`config.mk`:
```
export PLATFORM = sky130hd
export DESIGN_NAME = ram_bus_ctrl
export DESIGN_NICKNAME = d
export VERILOG_FILES = /design/src/rtl/ram_bus_ctrl.sv
export SDC_FILE = /design/constraint.sdc
export NUM_CORES = 1
export LEC_CHECK = 0
export BUFFER_PORTS_ARGS = -buffer_cell sky130_fd_sc_hd__buf_2
export CELL_PAD_IN_SITES_DETAIL_PLACEMENT = 2
export CELL_PAD_IN_SITES_GLOBAL_PLACEMENT = 2
export CORE_ASPECT_RATIO = 0.5
export CORE_MARGIN = 2
export CORE_UTILIZATION = 25
export CTS_BUF_LIST = sky130_fd_sc_hd__clkbuf_4 sky130_fd_sc_hd__clkbuf_8 sky130_fd_sc_hd__clkbuf_16
export CTS_CLUSTER_DIAMETER = 30
export DETAILED_ROUTE_END_ITERATION = 10
export PLACE_DENSITY_LB_ADDON = 0.3
export SYNTH_ARGS = -nofsm -noshare
export SYNTH_HDL_FRONTEND = slang
export SYNTH_SLANG_ARGS = --single-unit
```
`constraint.sdc`:
```
create_clock -name clk -period 4.45 [get_ports clk]
set_clock_uncertainty 0.1 [all_clocks]
set_input_delay 0.445 -clock clk [delete_from_list [all_inputs] [get_ports clk]]
set_output_delay 0.445 -clock clk [all_outputs]
set_load 0.005 [all_outputs]
```
`src/rtl/ram_bus_ctrl.sv`:
```
// ram_bus_ctrl: bus-slave front end for a 32-bit byte-lane RAM.
// Handles one load/store at a time with valid/ready on both the request and
// response sides. Stores go to the RAM in their accept cycle. Loads return data
// one cycle after accept. A hold register keeps a stalled response stable.
module ram_bus_ctrl #(
    parameter int DP = 512,
    parameter int AW = 32
) (
    input  logic          clk,
    input  logic          rst,
    input  logic          req_valid_i,
    output logic          req_ready_o,
    input  logic [AW-1:0] req_addr_i,
    input  logic          req_we_i,
    input  logic [1:0]    req_size_i,
    input  logic          req_unsigned_i,
    input  logic [31:0]   req_wdata_i,
    output logic          rsp_valid_o,
    input  logic          rsp_ready_i,
    output logic [31:0]   rsp_rdata_o,
    output logic          rsp_err_o,
    output logic [AW-1:0] ram_addr_o,
    output logic [31:0]   ram_data_o,
    output logic [3:0]    ram_sel_o,
    output logic          ram_we_o,
    input  logic [31:0]   ram_data_i
);

    typedef enum logic [1:0] {IDLE, RESP, HOLD} state_t;

    localparam logic [AW-1:0] DP_W = AW'(DP);

    state_t        state_q, state_d;
    logic [AW-1:0] addr_q;
    logic [31:0]   hold_q;
    logic          err_q;
    logic          load_q;
    logic          uns_q;
    logic [1:0]    size_q;
    logic [1:0]    off_q;

    logic          accept;
    logic          req_err;
    logic          store_go;
    logic [AW-1:0] word_addr;
    logic [3:0]    sel_base;
    logic [31:0]   wdata_rep;
    logic [31:0]   lane_shift;
    logic [31:0]   rdata_fmt;

    assign word_addr = {2'b00, req_addr_i[AW-1:2]};

    // A new request may enter when idle, or when the current response is being
    // consumed this very cycle; never while reset is asserted.
    assign req_ready_o = ~rst & ((state_q == IDLE) | rsp_ready_i);
    assign accept      = req_valid_i & req_ready_o;
    assign store_go    = accept & req_we_i & ~req_err;

    // Illegal size, misalignment, or word index beyond the RAM depth.
    always_comb begin
        req_err = 1'b0;
        if (req_size_i == 2'd3)                              req_err = 1'b1;
        if ((req_size_i == 2'd1) && req_addr_i[0])           req_err = 1'b1;
        if ((req_size_i == 2'd2) && (req_addr_i[1:0] != 2'b00)) req_err = 1'b1;
        if (word_addr >= DP_W)                               req_err = 1'b1;
    end

    // Lane mask and lane-replicated store data by access size.
    always_comb begin
        sel_base  = 4'b0001;
        wdata_rep = {4{req_wdata_i[7:0]}};
        case (req_size_i)
            2'd1: begin
                sel_base  = 4'b0011;
                wdata_rep = {2{req_wdata_i[15:0]}};
            end
            2'd2: begin
                sel_base  = 4'b1111;
                wdata_rep = req_wdata_i;
            end
            default: ;
        endcase
    end

    assign ram_we_o   = store_go;
    assign ram_sel_o  = store_go ? (sel_base << req_addr_i[1:0]) : 4'b0000;
    assign ram_data_o = store_go ? wdata_rep : 32'h0;
    // The accept cycle presents the new address directly so the RAM samples it
    // at once; afterwards the registered copy keeps it stable.
    assign ram_addr_o = accept ? word_addr : addr_q;

    // Extract the addressed lanes of the returned word and extend them.
    always_comb begin
        lane_shift = ram_data_i >> {off_q, 3'b000};
        case (size_q)
            2'd0:    rdata_fmt = uns_q ? {24'h0, lane_shift[7:0]}
                                       : {{24{lane_shift[7]}}, lane_shift[7:0]};
            2'd1:    rdata_fmt = uns_q ? {16'h0, lane_shift[15:0]}
                                       : {{16{lane_shift[15]}}, lane_shift[15:0]};
            default: rdata_fmt = lane_shift;
        endcase
        if (!load_q) rdata_fmt = 32'h0;
    end

    assign rsp_valid_o = (state_q != IDLE);
    assign rsp_err_o   = err_q;
    assign rsp_rdata_o = (state_q == HOLD) ? hold_q :
                         (state_q == RESP) ? rdata_fmt : 32'h0;

    // Next-state: a stalled response parks in HOLD; a consumed one either
    // chains straight into the next request or returns to IDLE.
    always_comb begin
        state_d = state_q;
        case (state_q)
            IDLE: if (accept) state_d = RESP;
            RESP, HOLD: begin
                if (rsp_ready_i) state_d = accept ? RESP : IDLE;
                else             state_d = HOLD;
            end
            default: state_d = IDLE;
        endcase
    end

    // State, request attributes and the stalled-response hold register.
    always_ff @(posedge clk) begin
        if (rst) begin
            state_q <= IDLE;
            addr_q  <= '0;
            hold_q  <= 32'h0;
            err_q   <= 1'b0;
            load_q  <= 1'b0;
            uns_q   <= 1'b0;
            size_q  <= 2'd0;
            off_q   <= 2'd0;
        end else begin
            state_q <= state_d;
            if (state_q == RESP) hold_q <= rdata_fmt;
            if (accept) begin
                addr_q <= word_addr;
                err_q  <= req_err;
                load_q <= ~req_we_i & ~req_err;
                uns_q  <= req_unsigned_i;
                size_q <= req_size_i;
                off_q  <= req_addr_i[1:0];
            end else if (state_d == IDLE) begin
                err_q  <= 1'b0;
                load_q <= 1'b0;
            end
        end
    end

endmodule

```
==> results of run 1 <==
==> power groups by stage <==
stage,Sequential [W],Clock [W],Combinational [W]
2_1_floorplan,0.000695,0,0.000198
3_3_place_gp,0.000703,0,0.000328
3_5_place_dp,0.000705,0,0.000336
4_1_cts,0.000691,0.000882,0.000339
5_1_grt,0.000694,0.000914,0.000370
6_report,0.000691,0.000864,0.000333
==> sequential cells by signal, summed over array words and instances, names as in the netlist <==
name and count:
addr_q 32, hold_q 32, load_q 1, off_q 2
rsp_err_o 1, size_q 2, state_q 2, uns_q 1
==> worst register-to-register path, cell delays in order (launching register included) <==
cell and delay [ns]:
dfxtp_1 0.86, mux4_2 0.40, a21oi_1 0.11, nor3_1 0.82, a22o_1 0.26
==> logic make-up after synthesis <==
| group | Yosys count | synth area share (%) |
|---|---|---|
| buf+inv | 52 | 5.29 |
| flops | 73 | 33.2 |
| simple gates | 201 | 23.4 |
| compound gates | 145 | 21.8 |
| mux | 55 | 13.9 |
| fa+ha+maj | 8 | 2.28 |
==> layout make-up <==
type / instances / share of cell area [%]
inverters: 7 / 0.443
diodes: 1 / 0.0422
multi-input cells: 409 / 45.6
repair buffers: 215 / 18.5
well taps: 234 / 4.93
flip-flops and latches: 73 / 24.6
clock buffers: 10 / 3.92
clock inverters: 6 / 1.94
==> layer usage <==
layer  vias to the layer above  wire [um]  share of wire, %  global-route usage, %
met5                         -          0                 0                      0
met1                      2317       8250                46                   25.0
met2                       111       8500                47                   32.0
met4                         0        260               1.4                   4.56
li1                       2261          -                 -                      -
met3                        18        938               5.2                   4.67
==> cells in the final DEF, fill, tap and decap left out, types with 2 or more instances in the layout <==
master     count
a211oi_1       2
a21oi_1       32
a221o_1        8
a22o_1        14
a22oi_1       24
a31oi_1        2
and2_0         5
and2_1        13
buf_2        207
buf_4          8
bufinv_16      3
clkbuf_16      9
dfxtp_1       73
ha_1           7
inv_1          7
mux2_2        39
mux2i_1       15
nand2_1       48
nand2b_1      10
nand3_1        4
nand3b_1       4
nand4_1        3
nor2_1        45
nor2b_1       47
nor3_1         6
nor4_1         7
o211ai_1      17
o21ai_0       38
o21ba_2        2
or2_2          2
or3_1          2
==> stage by stage <==
stage	cells	total power [W]
after detailed placement	938	0.00104
after global routing	955	0.00198
final	955	0.00189
after floorplan	534	0.000894
after CTS	954	0.00191
after global placement	938	0.00103
==> final timing paths <==
check / depth (start not counted) / endpoint / slack, ns
min reg2reg: 2 / rsp_err_o / 0.37
max: 6 / rsp_rdata_o[2] / 1.16
min: 3 / uns_q / 0.23
max reg2reg: 4 / hold_q[12] / 1.84
==> flow_summary_export.csv, run 1 <==
group,metric,value,unit
yosys,synth_area_leader_cell,"dfxtp_1",
power_and_ir_drop,ir_drop,0.161,mV
yosys,async_flop_share,0,%
sta,slew_headroom,17.3,%
floorplanning,rows,34,
setup_path,crit_path_end_kind,"output port",
clocking,cts_setup_buffers,0,
setup_path,slowest_stage,"dfxtp_1",
setup_path,cp.required,3.90,ns
sta,grt_setup_unrepaired,"no",
layout,area_delta_synth_final,34.9,%
worst_hold_path,hp-class,"in -> reg",
routing,vias,4707,
setup_path,cpPeakStageDelay,0.86,ns
sta,holdWs,0.233,ns
yosys,synth.most_common_cell,"dfxtp_1",
yosys,seq_area_frac_synth,33.2,%
yosys,synth_area,4400,um^2
layout,multiInputGateArea,2710,um^2
global_routing,grt_pass1_wl,28.0,mm
power_and_ir_drop,p_per_area,318,nW/um^2
routing,dr.pass1.iters,4,
clocking,cts_made_buffers,9,
floorplanning,initial_core_util,25.4,%
setup_path,cp_max_fo,16,
sta,fin_ws,1.16,ns
sta,setup-violations-final,0,
setup_path,worst-setup-path-type,"reg -> out",
yosys,synth-edff-count,0,
yosys,dominantRegCellSynth,"dfxtp_1",
global_routing,track_usage,19.2,%
yosys,syn_avg_cell_area,8.23,um^2
routing,first_iter_violations,155,
sta,drv_slew,0,
setup_path,cp-startpoint,"off_q[0]",
clocking,htreeDepth,3,
floorplanning,ios,208,
setup_path,worstPathCellList,"buf_4 -> mux2_2 -> and2_0 -> o21ai_0 -> o21ai_0 -> buf_2",
routing,wl_per_cell,18.8,um
sta,finalSetupTns,0,ns
power_and_ir_drop,p_switching,0.000512,W
global_routing,grt_max_degree,63,
yosys,synth_commonest_cells,"73 x dfxtp_1, 48 x nand2_1, 47 x nor2b_1, 45 x nor2_1, 39 x mux2_2",
job,cap_violations,0,
floorplanning,dieWidth,192,um
placement,dp_slack,1.31,ns
power_and_ir_drop,power_frac_comb,17.6,%
yosys,synth.area.top_cells,"dfxtp_1 33%, mux2_2 10%, nor2b_1 6.7%, o21ai_0 4.3%, a22oi_1 4.1%",
layout,finalNetCount,827,
power_and_ir_drop,pwr-share-clk,45.8,%
setup_path,crit_family,"flip-flops",
clocking,cts_hold_buf,0,
yosys,synthCells,534,
setup_path,r2r_start,"off_q[0]",
layout,register_area,1460,um^2
layout,final_core_util,34.3,%
floorplanning,die-area,18700,um^2
clocking,path_clk_slew,0.06,ns
setup_path,path_common_cell,"o21ai_0",
floorplanning,die_y,97.8,um
yosys,syn_nets,646,
routing,drc,0,
power_and_ir_drop,p_int,0.00138,W
clocking,cts.path.max_buffers,2,
placement,postPlaceCellArea,5580,um^2
routing,postRouteAntennaNets,0,
clocking,root_buffer,"clkbuf_16",
yosys,synth.distinct_cells,43,
placement,place.detailed.hpwl,13.6,mm
placement,gp_routability_congestion,0.792,
floorplanning,core,17300,um^2
sta,tightest_slew,1.24,ns
yosys,synth-seq-cells,73,
placement,place.port_buffers,207,
clocking,insertion_delay,0.33,ns
clocking,cts_tree,"yes",
sta,max_freq,304,MHz
sta,hold_viol,0,
power_and_ir_drop,pwr-share-seq,36.6,%
sta,period_minus_slack,3.29,ns
setup_path,cp_num_buf_inv,2,
layout,fillCellCount,2035,
global_routing,grt_pass1_vias,4917,
power_and_ir_drop,p_sw_share,27.1,%
sta,finalCritPeriodShare,74.0,%
setup_path,start_kind,"flop",
clocking,cts.sinks,73,
global_routing,grt.overflow.total,0,
layout,drive_above_1_share,38.8,%
run_status,outcome,"finished clean",
yosys,synth.top_cell.area_share,33.2,%
yosys,synth_warnings,0,
routing,vias_per_cell,4.93,
power_and_ir_drop,leakage,2.69,nW
global_routing,antenna_found_initial,1,
clocking,cts_resized,0,
worst_hold_path,hold_start,"req_unsigned_i",
routing,wl,17.9,mm
layout,postLayoutCellArea,5930,um^2
setup_path,worst_ep_arrival_time,2.75,ns
No activity file was read; power rests on OpenSTA's default activity.
==> run 2: changes to the inputs <==
--- a/config.mk
+++ b/config.mk
@@ -5,12 +5,13 @@
 export SDC_FILE = /design/constraint.sdc
 export NUM_CORES = 1
 export LEC_CHECK = 0
+export ABC_AREA = 1
 export BUFFER_PORTS_ARGS = -buffer_cell sky130_fd_sc_hd__buf_2
 export CELL_PAD_IN_SITES_DETAIL_PLACEMENT = 2
 export CELL_PAD_IN_SITES_GLOBAL_PLACEMENT = 2
 export CORE_ASPECT_RATIO = 0.5
 export CORE_MARGIN = 2
-export CORE_UTILIZATION = 25
+export CORE_UTILIZATION = 22
 export CTS_BUF_LIST = sky130_fd_sc_hd__clkbuf_4 sky130_fd_sc_hd__clkbuf_8 sky130_fd_sc_hd__clkbuf_16
 export CTS_CLUSTER_DIAMETER = 30
 export DETAILED_ROUTE_END_ITERATION = 10
==> constraint.sdc (replaced) <==
create_clock -name clk -period 2.7 [get_ports clk]
set_clock_uncertainty 0.1 [all_clocks]
set_input_delay 0.27 -clock clk [delete_from_list [all_inputs] [get_ports clk]]
set_output_delay 0.27 -clock clk [all_outputs]
set_load 0.005 [all_outputs]
==> run 2 against run 1 <==
  * Utilization shrank 4.0 points
  * Non-clock buffer count grew 10
  * Die area increased by 23%
  * Critical path type unchanged
  * Largest power group unchanged
  * Highest routed layer is now met5
==> flow_summary_export.csv, run 2 <==
group,metric,value,unit
run_status,outcome,"finished clean",
routing,postRouteAntennaNets,0,
routing,wl,20.1,mm
setup_path,worst_ep_arrival_time,2.16,ns
power_and_ir_drop,p_per_area,507,nW/um^2
yosys,synthCells,747,
yosys,synth.distinct_cells,33,
job,cap_violations,0,
setup_path,cp-startpoint,"state_q[0]",
clocking,cts.path.max_buffers,2,
sta,hold_viol,0,
setup_path,cpPeakStageDelay,0.36,ns
floorplanning,rows,38,
power_and_ir_drop,p_sw_share,30.4,%
global_routing,grt_pass1_vias,5840,
sta,holdWs,0.0913,ns
layout,final_common_cell,"buf_2",
yosys,seq_area_frac_synth,30.4,%
global_routing,antenna_found_initial,3,
setup_path,cp_max_fo,23,
floorplanning,core,21500,um^2
clocking,path_clk_slew,0.06,ns
floorplanning,initial_core_util,22.3,%
power_and_ir_drop,p_switching,0.00100,W
placement,place.port_buffers,207,
sta,max_freq,395,MHz
setup_path,worstPathCellList,"inv_1 -> ha_2 -> nor2_1 -> nor2_2 -> nand2_4 -> inv_4 -> buf_16 -> or2_2 -> inv_1 -> a21oi_1 -> buf_2",
power_and_ir_drop,pwr-share-seq,34.5,%
clocking,htreeDepth,3,
layout,finalNetCount,1045,
routing,maxUsedRoutingLayer,"met5",
routing,dr.pass1.iters,4,
sta,slew_headroom,40.2,%
routing,vias_per_cell,4.55,
sta,finalCritPeriodShare,93.8,%
routing,met2WireLength,10.3,mm
yosys,synth_commonest_cells,"183 x nand2_1, 87 x inv_1, 73 x dfxtp_1, 71 x a21oi_1, 58 x nand3_1",
setup_path,cp_num_buf_inv,5,
power_and_ir_drop,ir_drop,0.268,mV
setup_path,cp.required,2.33,ns
clocking,cts_made_buffers,9,
global_routing,grt.overflow.total,0,
layout,reg_top3,"addr_q x32, hold_q x32",
yosys,syn_nets,859,
global_routing,grt_max_degree,91,
power_and_ir_drop,pwr-share-clk,42.0,%
layout,drive_above_1_share,30.1,%
yosys,synth_warnings,0,
yosys,synth-edff-count,0,
sta,tightest_slew,0.897,ns
power_and_ir_drop,p_int,0.00230,W
routing,drc,0,
setup_path,start_kind,"flop",
sta,grt_setup_unrepaired,"no",
routing,wl_per_cell,16.2,um
floorplanning,die-area,23100,um^2
sta,drv_slew,0,
yosys,async_flop_share,0,%
placement,place.detailed.hpwl,15.3,mm
layout,layout_common_cells,"207 x buf_2, 183 x nand2_1, 87 x inv_1",
setup_path,worst-setup-path-type,"reg -> out",
power_and_ir_drop,power_frac_comb,23.5,%
setup_path,path_common_cell,"inv_1",
layout,area_delta_synth_final,35.8,%
setup_path,crit_path_end_kind,"output port",
yosys,synth_area,4800,um^2
worst_hold_path,hp-class,"in -> reg",
worst_hold_path,hold_start,"req_addr_i[3]",
floorplanning,dieWidth,213,um
setup_path,crit_family,"simple AND/OR/NAND/NOR gates",
global_routing,track_usage,16.9,%
routing,met3_length,657,um
sta,finalSetupTns,0,ns
placement,gp_routability_congestion,0.799,
yosys,synth_area_leader_cell,"dfxtp_1",
setup_path,slowest_stage,"dfxtp_1",
routing,vias,5638,
clocking,insertion_delay,0.34,ns
yosys,synth-seq-cells,73,
sta,setup-violations-final,0,
floorplanning,ios,208,
global_routing,grt_pass1_wl,30.5,mm
yosys,synth.most_common_cell,"nand2_1",
setup_path,r2r_start,"state_q[0]",
yosys,syn_avg_cell_area,6.43,um^2
layout,fillCellCount,2624,
clocking,cts_tree,"yes",
routing,first_iter_violations,205,
yosys,synth.area.top_cells,"dfxtp_1 30%, nand2_1 14%, a21oi_1 7.4%, inv_1 6.8%, nand3_1 6.0%",
yosys,synth.top_cell.area_share,30.4,%
yosys,dominantRegCellSynth,"dfxtp_1",
power_and_ir_drop,leakage,3.24,nW
clocking,root_buffer,"clkbuf_16",
routing,met1_length,8.93,mm
layout,fin_cells,1240,
floorplanning,die_y,108,um
clocking,cts_hold_buf,0,
placement,numPlacedInstances,1218,
clocking,cts.sinks,73,
sta,period_minus_slack,2.53,ns
## run 2: cell types whose count changed in the layout (fill, tap and decap cells not counted), moves of 11 or more
cell / before / now
a211oi_1: 2 / 32
a21oi_1: 32 / 71
a22o_1: 14 / 0
a22oi_1: 24 / 0
and2_1: 13 / 0
inv_1: 7 / 87
mux2_2: 39 / 0
nand2_1: 48 / 183
nand3_1: 4 / 58
nor2b_1: 47 / 0
o211ai_1: 17 / 0
o21ai_1: 0 / 12
or2_1: 0 / 18
or2_2: 2 / 13
## run 2: routing by layer
layer | global-route usage [%] | vias to the layer above
met4 | 4.80 | 2
met2 | 29.8 | 91
met5 | 0 | -
li1 | - | 2795
met3 | 3.46 | 24
met1 | 20.9 | 2726
## run 2: path summary, 6_finish.rpt
path                         end  slack (ns)  cells after the start
hold reg to reg       addr_q[30]        0.35                      2
setup / recovery  ram_addr_o[19]        0.17                     11
setup reg to reg       addr_q[4]        0.76                     10
hold / removal         addr_q[1]        0.09                      3
## run 2: metrics by stage
step	util, %	setup slack [ns]	cell area [um^2]	total power, W
floorplan	-	0.686	4800	0.00163
global placement	28.3	0.325	6090	0.00191
detailed placement	28.3	0.166	6090	0.00193
CTS	29.9	0.0121	6430	0.00335
global route	30.3	0.000362	6520	0.00350
finish	30.3	0.167	6530	0.00331
## run 2: worst reg2reg max path: cells and delay by family (launching register included)
family                   cells  cell delay [ns]
buffers and inverters        4             0.45
flip-flops                   1             0.36
AO/OA/AOI/OAI                1             0.04
adder cells (fa/ha/maj)      1             0.21
AND/OR/NAND/NOR              4             0.61
## run 2: kinds of logic (layout without fill, tap and decap cells)
logic type,Yosys count,after routing,synth area share [%]
other,0,3,0
adder cells (fa/ha/maj),8,8,2.08
AO/OA/AOI/OAI,178,178,22.4
flip-flops,73,73,30.4
buffers and inverters,143,332,12.8
multiplexers,7,7,1.46
AND/OR/NAND/NOR,338,339,30.9
## run 2: cell type report
cell class / count / area [um^2] / area share [%]
sequential: 73 / 1460 / 22.4
clock inverter: 2 / 60.1 / 0.920
multi-input combinational: 532 / 2760 / 42.3
timing repair buffer: 225 / 1240 / 19.0
tap: 300 / 375 / 5.75
inverter: 92 / 348 / 5.33
clock buffer: 13 / 274 / 4.20
antenna: 3 / 7.51 / 0.115
## run 2: power groups by stage
stage | Clock (W) | Sequential, W | Combinational (W)
final | 0.00139 | 0.00114 | 0.000778
after global routing | 0.00148 | 0.00115 | 0.000880
after CTS | 0.00143 | 0.00114 | 0.000771
after detailed placement | 0 | 0.00117 | 0.000763
after global placement | 0 | 0.00116 | 0.000743
after floorplan | 0 | 0.00116 | 0.000472
## run 2: repair_timing
action                                  4_1_cts  5_1_grt
resized for setup                             3        8
pin swaps                                     0        1
gates cloned                                  0        3
endpoints found under the setup margin       17       56
setup buffers                                 0        1
